## src/rtl/ct_had_ddc_ctrl_pkg.sv

```systemverilog
// Shared HAD DDC definitions: FSM state encodings, address increment, timeout width default.
package ct_had_ddc_ctrl_pkg;

    typedef enum logic [2:0] {
        StIdle   = 3'b000,
        StAddrLd = 3'b001,
        StAddrEx = 3'b010,
        StDataLd = 3'b011,
        StDataEx = 3'b100,
        StStLd   = 3'b101,
        StStEx   = 3'b110
    } ddc_state_e;

    localparam int unsigned DdcAddrInc = 8;
    localparam int unsigned DdcTmoW    = 10;

endpackage

```

## src/rtl/ct_had_ddc_ctrl_if.sv

```systemverilog
// DDC control bundle: JTAG/CSR/execution-control inputs and datapath/IR strobes.
interface ct_had_ddc_ctrl_if;

    logic x_sm_xx_update_dr_en;
    logic ir_xx_daddr_reg_sel;
    logic ir_xx_ddata_reg_sel;
    logic regs_ddc_en;
    logic ctrl_ddc_dbg_mode;
    logic ctrl_ddc_inst_done;
    logic ddc_ctrl_dp_addr_sel;
    logic ddc_ctrl_dp_data_sel;
    logic ddc_ctrl_dp_addr_gen;
    logic ddc_ctrl_inst_req;
    logic ddc_ctrl_busy;
    logic ddc_ctrl_err;

    modport master (
        input  x_sm_xx_update_dr_en, ir_xx_daddr_reg_sel, ir_xx_ddata_reg_sel,
        input  regs_ddc_en, ctrl_ddc_dbg_mode, ctrl_ddc_inst_done,
        output ddc_ctrl_dp_addr_sel, ddc_ctrl_dp_data_sel, ddc_ctrl_dp_addr_gen,
        output ddc_ctrl_inst_req, ddc_ctrl_busy, ddc_ctrl_err
    );

    modport slave (
        output x_sm_xx_update_dr_en, ir_xx_daddr_reg_sel, ir_xx_ddata_reg_sel,
        output regs_ddc_en, ctrl_ddc_dbg_mode, ctrl_ddc_inst_done,
        input  ddc_ctrl_dp_addr_sel, ddc_ctrl_dp_data_sel, ddc_ctrl_dp_addr_gen,
        input  ddc_ctrl_inst_req, ddc_ctrl_busy, ddc_ctrl_err
    );

endinterface

```

## src/rtl/ct_had_ddc_tmo.sv

```systemverilog
// Per-instruction timeout counter for the DDC FSM; used only under HAD_DDC_TIMEOUT_EN.
module ct_had_ddc_tmo
    import ct_had_ddc_ctrl_pkg::*;
#(
    parameter int unsigned TMO_W = DdcTmoW
) (
    input  logic cpuclk,
    input  logic cpurst_b,
    input  logic in_ex,
    output logic expire
);

    logic [TMO_W-1:0] cnt_q;

    // Every *_EX is entered from a *_LD cycle, so holding zero outside EX clears it on entry.
    always_ff @(posedge cpuclk or negedge cpurst_b) begin
        if (!cpurst_b) begin
            cnt_q <= '0;
        end else if (!in_ex) begin
            cnt_q <= '0;
        end else if (!expire) begin
            cnt_q <= cnt_q + {{(TMO_W-1){1'b0}}, 1'b1};
        end
    end

    assign expire = in_ex & (&cnt_q);

endmodule

```

## src/rtl/ct_had_ddc_ctrl.sv

```systemverilog
// HAD DDC control FSM: turns each DDATA update into mv x1 / mv x2 / sd injections.
// Optional per-instruction timeout abort under HAD_DDC_TIMEOUT_EN.
module ct_had_ddc_ctrl
    import ct_had_ddc_ctrl_pkg::*;
#(
    parameter int unsigned TMO_W = DdcTmoW
) (
    input  logic              cpuclk,
    input  logic              cpurst_b,
    ct_had_ddc_ctrl_if.master ddc
);

    ddc_state_e state_q, state_d;
    logic       start_q, start_d;
    logic       addr_new_q, addr_new_d;
    logic       err_q, err_d;
    logic       en_ok, daddr_wr, ddata_wr, dbg, done;
    logic       busy, in_ex, in_ld, abort, addr_gen, tmo_expire;

    if (TMO_W < 2) begin : g_tmo_w_chk
        $error("ct_had_ddc_ctrl: TMO_W must be at least 2");
    end

    assign dbg   = ddc.ctrl_ddc_dbg_mode;
    assign done  = ddc.ctrl_ddc_inst_done;
    assign en_ok = ddc.regs_ddc_en & dbg;

    // DADDR wins if both selects are somehow asserted.
    assign daddr_wr = ddc.x_sm_xx_update_dr_en & ddc.ir_xx_daddr_reg_sel & en_ok;
    assign ddata_wr = ddc.x_sm_xx_update_dr_en & ddc.ir_xx_ddata_reg_sel & en_ok
                    & ~ddc.ir_xx_daddr_reg_sel;

    assign busy  = (state_q != StIdle) | start_q;
    assign in_ex = state_q inside {StAddrEx, StDataEx, StStEx};
    assign in_ld = state_q inside {StAddrLd, StDataLd, StStLd};

`ifdef HAD_DDC_TIMEOUT_EN
    ct_had_ddc_tmo #(
        .TMO_W (TMO_W)
    ) u_tmo (
        .cpuclk   (cpuclk),
        .cpurst_b (cpurst_b),
        .in_ex    (in_ex),
        .expire   (tmo_expire)
    );
`else
    assign tmo_expire = 1'b0;
`endif

    always_comb begin
        state_d    = state_q;
        start_d    = start_q;
        addr_new_d = addr_new_q;
        err_d      = err_q;
        addr_gen   = 1'b0;
        abort      = 1'b0;

        // Start request cycle lets the datapath registers settle before the first LD.
        if (start_q) begin
            start_d = 1'b0;
            if (!dbg) begin
                abort = 1'b1;
            end else begin
                state_d = addr_new_q ? StAddrLd : StDataLd;
            end
        end

        unique case (state_q)
            StIdle:   if (ddata_wr && !start_q) start_d = 1'b1;
            StAddrLd: state_d = StAddrEx;
            StAddrEx: begin
                if (done) begin
                    state_d    = StDataLd;
                    addr_new_d = 1'b0;
                end
            end
            StDataLd: state_d = StDataEx;
            StDataEx: if (done) state_d = StStLd;
            StStLd:   state_d = StStEx;
            StStEx: begin
                if (done) begin
                    state_d  = StIdle;
                    addr_gen = 1'b1;
                end
            end
            default:  state_d = StIdle;
        endcase

        // A done in the same cycle as an expiry still completes the instruction.
        if (state_q != StIdle && (!dbg || (tmo_expire && !done))) begin
            abort    = 1'b1;
            state_d  = StIdle;
            addr_gen = 1'b0;
        end

        if (abort) begin
            err_d      = 1'b1;
            addr_new_d = 1'b1;
        end

        if (daddr_wr) begin
            addr_new_d = 1'b1;
            err_d      = busy;
        end

        if (ddata_wr && busy) begin
            err_d = 1'b1;
        end
    end

    always_ff @(posedge cpuclk or negedge cpurst_b) begin
        if (!cpurst_b) begin
            state_q    <= StIdle;
            start_q    <= 1'b0;
            addr_new_q <= 1'b0;
            err_q      <= 1'b0;
        end else begin
            state_q    <= state_d;
            start_q    <= start_d;
            addr_new_q <= addr_new_d;
            err_q      <= err_d;
        end
    end

    assign ddc.ddc_ctrl_dp_addr_sel = state_q inside {StAddrLd, StAddrEx};
    assign ddc.ddc_ctrl_dp_data_sel = state_q inside {StDataLd, StDataEx};
    assign ddc.ddc_ctrl_dp_addr_gen = addr_gen;
    assign ddc.ddc_ctrl_inst_req    = in_ld;
    assign ddc.ddc_ctrl_busy        = busy;
    assign ddc.ddc_ctrl_err         = err_q;

endmodule

```

## src/flat_wrapper.sv

```systemverilog
// flat-port wrapper written by rule: the top's interface ports become plain ports
module ct_had_ddc_ctrl_flat import ct_had_ddc_ctrl_pkg::*;
#(
    parameter int unsigned TMO_W = DdcTmoW
)
  (cpuclk, cpurst_b, ddc_x_sm_xx_update_dr_en, ddc_ir_xx_daddr_reg_sel, ddc_ir_xx_ddata_reg_sel, ddc_regs_ddc_en, ddc_ctrl_ddc_dbg_mode, ddc_ctrl_ddc_inst_done, ddc_ddc_ctrl_dp_addr_sel, ddc_ddc_ctrl_dp_data_sel, ddc_ddc_ctrl_dp_addr_gen, ddc_ddc_ctrl_inst_req, ddc_ddc_ctrl_busy, ddc_ddc_ctrl_err);
  ct_had_ddc_ctrl_if ddc_i ();
  input  logic cpuclk;
  input  logic cpurst_b;
  input wire logic [$bits(ddc_i.x_sm_xx_update_dr_en)-1:0] ddc_x_sm_xx_update_dr_en;
  input wire logic [$bits(ddc_i.ir_xx_daddr_reg_sel)-1:0] ddc_ir_xx_daddr_reg_sel;
  input wire logic [$bits(ddc_i.ir_xx_ddata_reg_sel)-1:0] ddc_ir_xx_ddata_reg_sel;
  input wire logic [$bits(ddc_i.regs_ddc_en)-1:0] ddc_regs_ddc_en;
  input wire logic [$bits(ddc_i.ctrl_ddc_dbg_mode)-1:0] ddc_ctrl_ddc_dbg_mode;
  input wire logic [$bits(ddc_i.ctrl_ddc_inst_done)-1:0] ddc_ctrl_ddc_inst_done;
  output wire logic [$bits(ddc_i.ddc_ctrl_dp_addr_sel)-1:0] ddc_ddc_ctrl_dp_addr_sel;
  output wire logic [$bits(ddc_i.ddc_ctrl_dp_data_sel)-1:0] ddc_ddc_ctrl_dp_data_sel;
  output wire logic [$bits(ddc_i.ddc_ctrl_dp_addr_gen)-1:0] ddc_ddc_ctrl_dp_addr_gen;
  output wire logic [$bits(ddc_i.ddc_ctrl_inst_req)-1:0] ddc_ddc_ctrl_inst_req;
  output wire logic [$bits(ddc_i.ddc_ctrl_busy)-1:0] ddc_ddc_ctrl_busy;
  output wire logic [$bits(ddc_i.ddc_ctrl_err)-1:0] ddc_ddc_ctrl_err;
  assign ddc_i.x_sm_xx_update_dr_en = ddc_x_sm_xx_update_dr_en;
  assign ddc_i.ir_xx_daddr_reg_sel = ddc_ir_xx_daddr_reg_sel;
  assign ddc_i.ir_xx_ddata_reg_sel = ddc_ir_xx_ddata_reg_sel;
  assign ddc_i.regs_ddc_en = ddc_regs_ddc_en;
  assign ddc_i.ctrl_ddc_dbg_mode = ddc_ctrl_ddc_dbg_mode;
  assign ddc_i.ctrl_ddc_inst_done = ddc_ctrl_ddc_inst_done;
  assign ddc_ddc_ctrl_dp_addr_sel = ddc_i.ddc_ctrl_dp_addr_sel;
  assign ddc_ddc_ctrl_dp_data_sel = ddc_i.ddc_ctrl_dp_data_sel;
  assign ddc_ddc_ctrl_dp_addr_gen = ddc_i.ddc_ctrl_dp_addr_gen;
  assign ddc_ddc_ctrl_inst_req = ddc_i.ddc_ctrl_inst_req;
  assign ddc_ddc_ctrl_busy = ddc_i.ddc_ctrl_busy;
  assign ddc_ddc_ctrl_err = ddc_i.ddc_ctrl_err;
  ct_had_ddc_ctrl #(.TMO_W(TMO_W)) u_core (.cpuclk(cpuclk), .cpurst_b(cpurst_b), .ddc(ddc_i));
endmodule
```

## config.mk

```make
export PLATFORM = sky130hd
export DESIGN_NAME = ct_had_ddc_ctrl_flat
export DESIGN_NICKNAME = d
export VERILOG_FILES = /design/src/rtl/ct_had_ddc_ctrl_pkg.sv /design/src/rtl/ct_had_ddc_ctrl_if.sv /design/src/rtl/ct_had_ddc_tmo.sv /design/src/rtl/ct_had_ddc_ctrl.sv /design/src/flat_wrapper.sv
export SDC_FILE = /design/constraint.sdc
export NUM_CORES = 1
export LEC_CHECK = 0
export ABC_AREA = 0
export CAP_MARGIN = 10
export CELL_PAD_IN_SITES_DETAIL_PLACEMENT = 2
export CELL_PAD_IN_SITES_GLOBAL_PLACEMENT = 2
export CORE_UTILIZATION = 25
export CTS_CLUSTER_DIAMETER = 150
export DETAILED_ROUTE_END_ITERATION = 7
export PLACE_DENSITY = 0.83
export SETUP_SLACK_MARGIN = 0.2
export SKIP_LAST_GASP = 1
export SYNTH_ARGS = -nofsm -noshare
export SYNTH_HDL_FRONTEND = slang
export SYNTH_SLANG_ARGS = --single-unit
```

## constraint.sdc

```tcl
create_clock -name cpuclk -period 2.3 [get_ports cpuclk]
set_clock_uncertainty 0.15 [all_clocks]
set_input_delay 0.69 -clock cpuclk [delete_from_list [all_inputs] [get_ports cpuclk]]
set_output_delay 0.69 -clock cpuclk [all_outputs]
set_load 0.03 [all_outputs]
```

==> metrics.md, run 1 <==
| Metric | Value |
|---|---|
| GPL Wtd Cong | 0.693 |
| Total power | 305 µW |
| CTS Hold Bufs | 0 |
| Hold Vio Cnt, Final | 0 |
| Leakage | 0.319 nW |
| Die Area | 0.00176 mm² |
| Grt ovf | 0 |
| Vias in the first global route | 472 |
| CTS tree | built |
| Core footprint | 0.00149 mm² |
| Clk Latency, worst-skew pair | 250 ps |
| Seq/Total Area, Yosys | 0.377 |
| Antenna violation net count after detailed routing | 0 |
| Syn avg cell area | 9.25 µm² |
| Synth Cell Area | 398 µm² |
| Via count | 428 |
| Largest net degree at the start of global routing | 11 |
| WP depth | 2 |
| Sum of buffers and inverters on the critical path | 1 |
| Most frequent cells in the layout | buf_4, dfrtp_1, clkdlybuf4s50_1, buf_6, nor2_1 |
| Slowest Stage Delay on Critical Path | 550 ps |
| Final setup vio count | 0 |
| Area delta synth->final | 64.5% |
| Number of remaining DRC errors | 0 |
| Vias per inst | 5.16 |
| Cts bufs inserted | 3 |
| Drt initial violations | 3 |
| Die X | 41.9 µm |
| Max clock buf depth | 2 |
| Nets | 77 |
| CP Data Required Time | 1460 ps |
| GR Util All Layers | 0.173 |
| Fill count | 153 |
| Critical path's top delay family | simple AND/OR/NAND/NOR gates |
| Final slew viol count | 0 |
| Ys Warns | 0 |
| Flops & latches, synth | 6 |
| Netlist cell types | 28 |
| Hpwl dp | 949 µm |
| Die height | 41.9 µm |
| Biggest area consumer among synthesized cells | dfrtp_1 |
| Power density over the cells | 466 mW/mm² |
| Footprint of the multi-input gates | 243 µm² |
| Most common cell after layout, fill and taps aside | buf_4 |
| Fin crit period | 2180 ps |
| Worst rel slew slack | 0.752 |
| Clk sinks | 6 |
| Peak supply drop | 0.000292 V |
| Root Driver | clkbuf_4 |
| Ratio of cells with drive above 1 in the final layout | 0.373 |
| Max Cap Viol | 0 |
| Setup ws final | 124 ps |
| Initial Util | 0.267 |
| Syn Nets | 51 |
| Hold slack | 418 ps |
| First-pass iteration count of the detailed router | 6 |
| Final wirelength | 1360 µm |
| Reg clk slew, reported paths | 50 ps |
| Pre-CTS setup slack | -149 ps |
| Port Buffers | 13 |
| Worst-Margin Slew | 368 ps |
| Period utilisation layout | 0.946 |
| FF+latch area | 150 µm² |
| Final TNS setup | 0 ps |
| Crit. End Element | primary output |
| R2R cell count | 4 |
| Top post-synthesis cells by area | dfrtp_1, nor2_1, and3b_1 |
| Crit Path Max Fanout | 2 |
| Status | finished, final reports clean |
| Slowest CP cell | or4_4 |
| Rows | 14 |
| WS Path Type | register to primary output |
| First-pass GRT wire length | 2210 µm |
| F_max | 459 MHz |
| H-tree levels | 1 |
| Critical path arrival | 1340 ps |
| Synthesized instance count | 43 |
| Hold Path Depth | 2 |
| Hold crit path type | register to register |
| Unrepaired setup endpoints after global routing | yes |
| Crit-path cells | or4_4 > buf_6 |
| Initial antenna violation count | 0 |
| Routed WL per cell | 16.3 µm |
| I/O Pins | 14 |
| Startpoint Class | register |
| Area share of the largest cell type after synthesis | 0.377 |
| Ant diodes | 0 |
metal layers:
layer,up-vias,GRT usage,wire length (µm)
met3,2,0.0522,31
met1,207,0.223,650
met2,10,0.275,663
met5,-,0,0
li1,209,-,-
met4,0,0.0581,10
cells by family after synthesis:
| family | synth area share |
|---|---|
| flops | 0.377 |
| simple gates | 0.321 |
| compound gates | 0.217 |
| buf+inv | 0.0629 |
| xor+xnor | 0.0220 |
final timing paths:
path | startpoint | end | slack, ps
worst max-delay path | u_core.start_q$_DFF_PN0_ | ddc_ddc_ctrl_busy | 120
worst min-delay path | u_core.ddc.ddc_ctrl_err$_DFFE_PN0P_ | u_core.ddc.ddc_ctrl_err$_DFFE_PN0P_ | 420
worst max register to register | u_core.start_q$_DFF_PN0_ | u_core.addr_new_q$_DFFE_PN0P_ | 670
worst min register to register | u_core.ddc.ddc_ctrl_err$_DFFE_PN0P_ | u_core.ddc.ddc_ctrl_err$_DFFE_PN0P_ | 420
max in group asynchronous | cpurst_b | u_core.ddc.ddc_ctrl_err$_DFFE_PN0P_ | 1240
min in group asynchronous | cpurst_b | u_core.state_q[0]$_DFF_PN0_ | 540
Yosys cell counts:
cell       n
dfrtp_1    6
nor2_1     5
inv_1      3
and3b_1    2
buf_2      2
nand3_1    2
nor3b_1    2
a21boi_1   1
a21o_1     1
a21oi_1    1
a22oi_2    1
a2bb2oi_1  1
a31oi_1    1
clkbuf_1   1
nand2_1    1
nand2b_1   1
nand4_1    1
nand4bb_1  1
nor2b_1    1
nor4_2     1
nor4b_1    1
o211a_1    1
o211ai_1   1
o21a_1     1
o21ai_1    1
o31a_1     1
or4_4      1
xnor2_1    1
layout make-up:
cell class	instances	area share
clock buffers	3	0.0344
inverters	3	0.0172
multi-input cells	31	0.371
flip-flops and latches	6	0.229
well taps	16	0.0306
repair buffers	24	0.317
what timing repair did:
action / CTS / global route
setup endpoints to repair: 6 / 3
endpoints found under the hold margin: 0 / 0
buffers inserted: 3 / 0
pin swaps: 2 / 1
gates resized for setup: 28 / 4
registers in the layout, indices dropped and copies added (netlist names):
name / cells
u_core.ddc.ddc_ctrl_err: 1
u_core.addr_new_q: 1
u_core.start_q: 1
u_core.state_q: 3
worst min-delay path, cell delays in order (launching register included):
cell     delay [ps]
dfrtp_1         390
inv_1            60
a31oi_1          70
power by group:
part / total [mW] / internal (mW) / leakage (nW) / switching [mW]
sequential: 0.123 / 0.114 / 0.0790 / 0.00849
combinational: 0.0799 / 0.0388 / 0.226 / 0.0411
clock: 0.102 / 0.0594 / 0.0138 / 0.0427
stage by stage:
| step | cell area, µm² | cells | utilization |
|---|---|---|---|
| floorplan | 398 | 43 | - |
| global placement | 589 | 77 | 0.396 |
| detailed placement | 589 | 77 | 0.396 |
| CTS | 644 | 83 | 0.433 |
| global route | 654 | 83 | 0.439 |
| finish | 654 | 83 | 0.439 |
Power figures use the tool's default switching activity.
==> run 2, diff against run 1 <==
--- a/config.mk
+++ b/config.mk
@@ -11,6 +11,7 @@
 export CELL_PAD_IN_SITES_GLOBAL_PLACEMENT = 2
 export CORE_UTILIZATION = 25
 export CTS_CLUSTER_DIAMETER = 150
+export CTS_CLUSTER_SIZE = 30
 export DETAILED_ROUTE_END_ITERATION = 7
 export PLACE_DENSITY = 0.83
 export SETUP_SLACK_MARGIN = 0.2
==> results of run 2 <==
No change in the layout: final DEF, timing and power equal those of run 1.
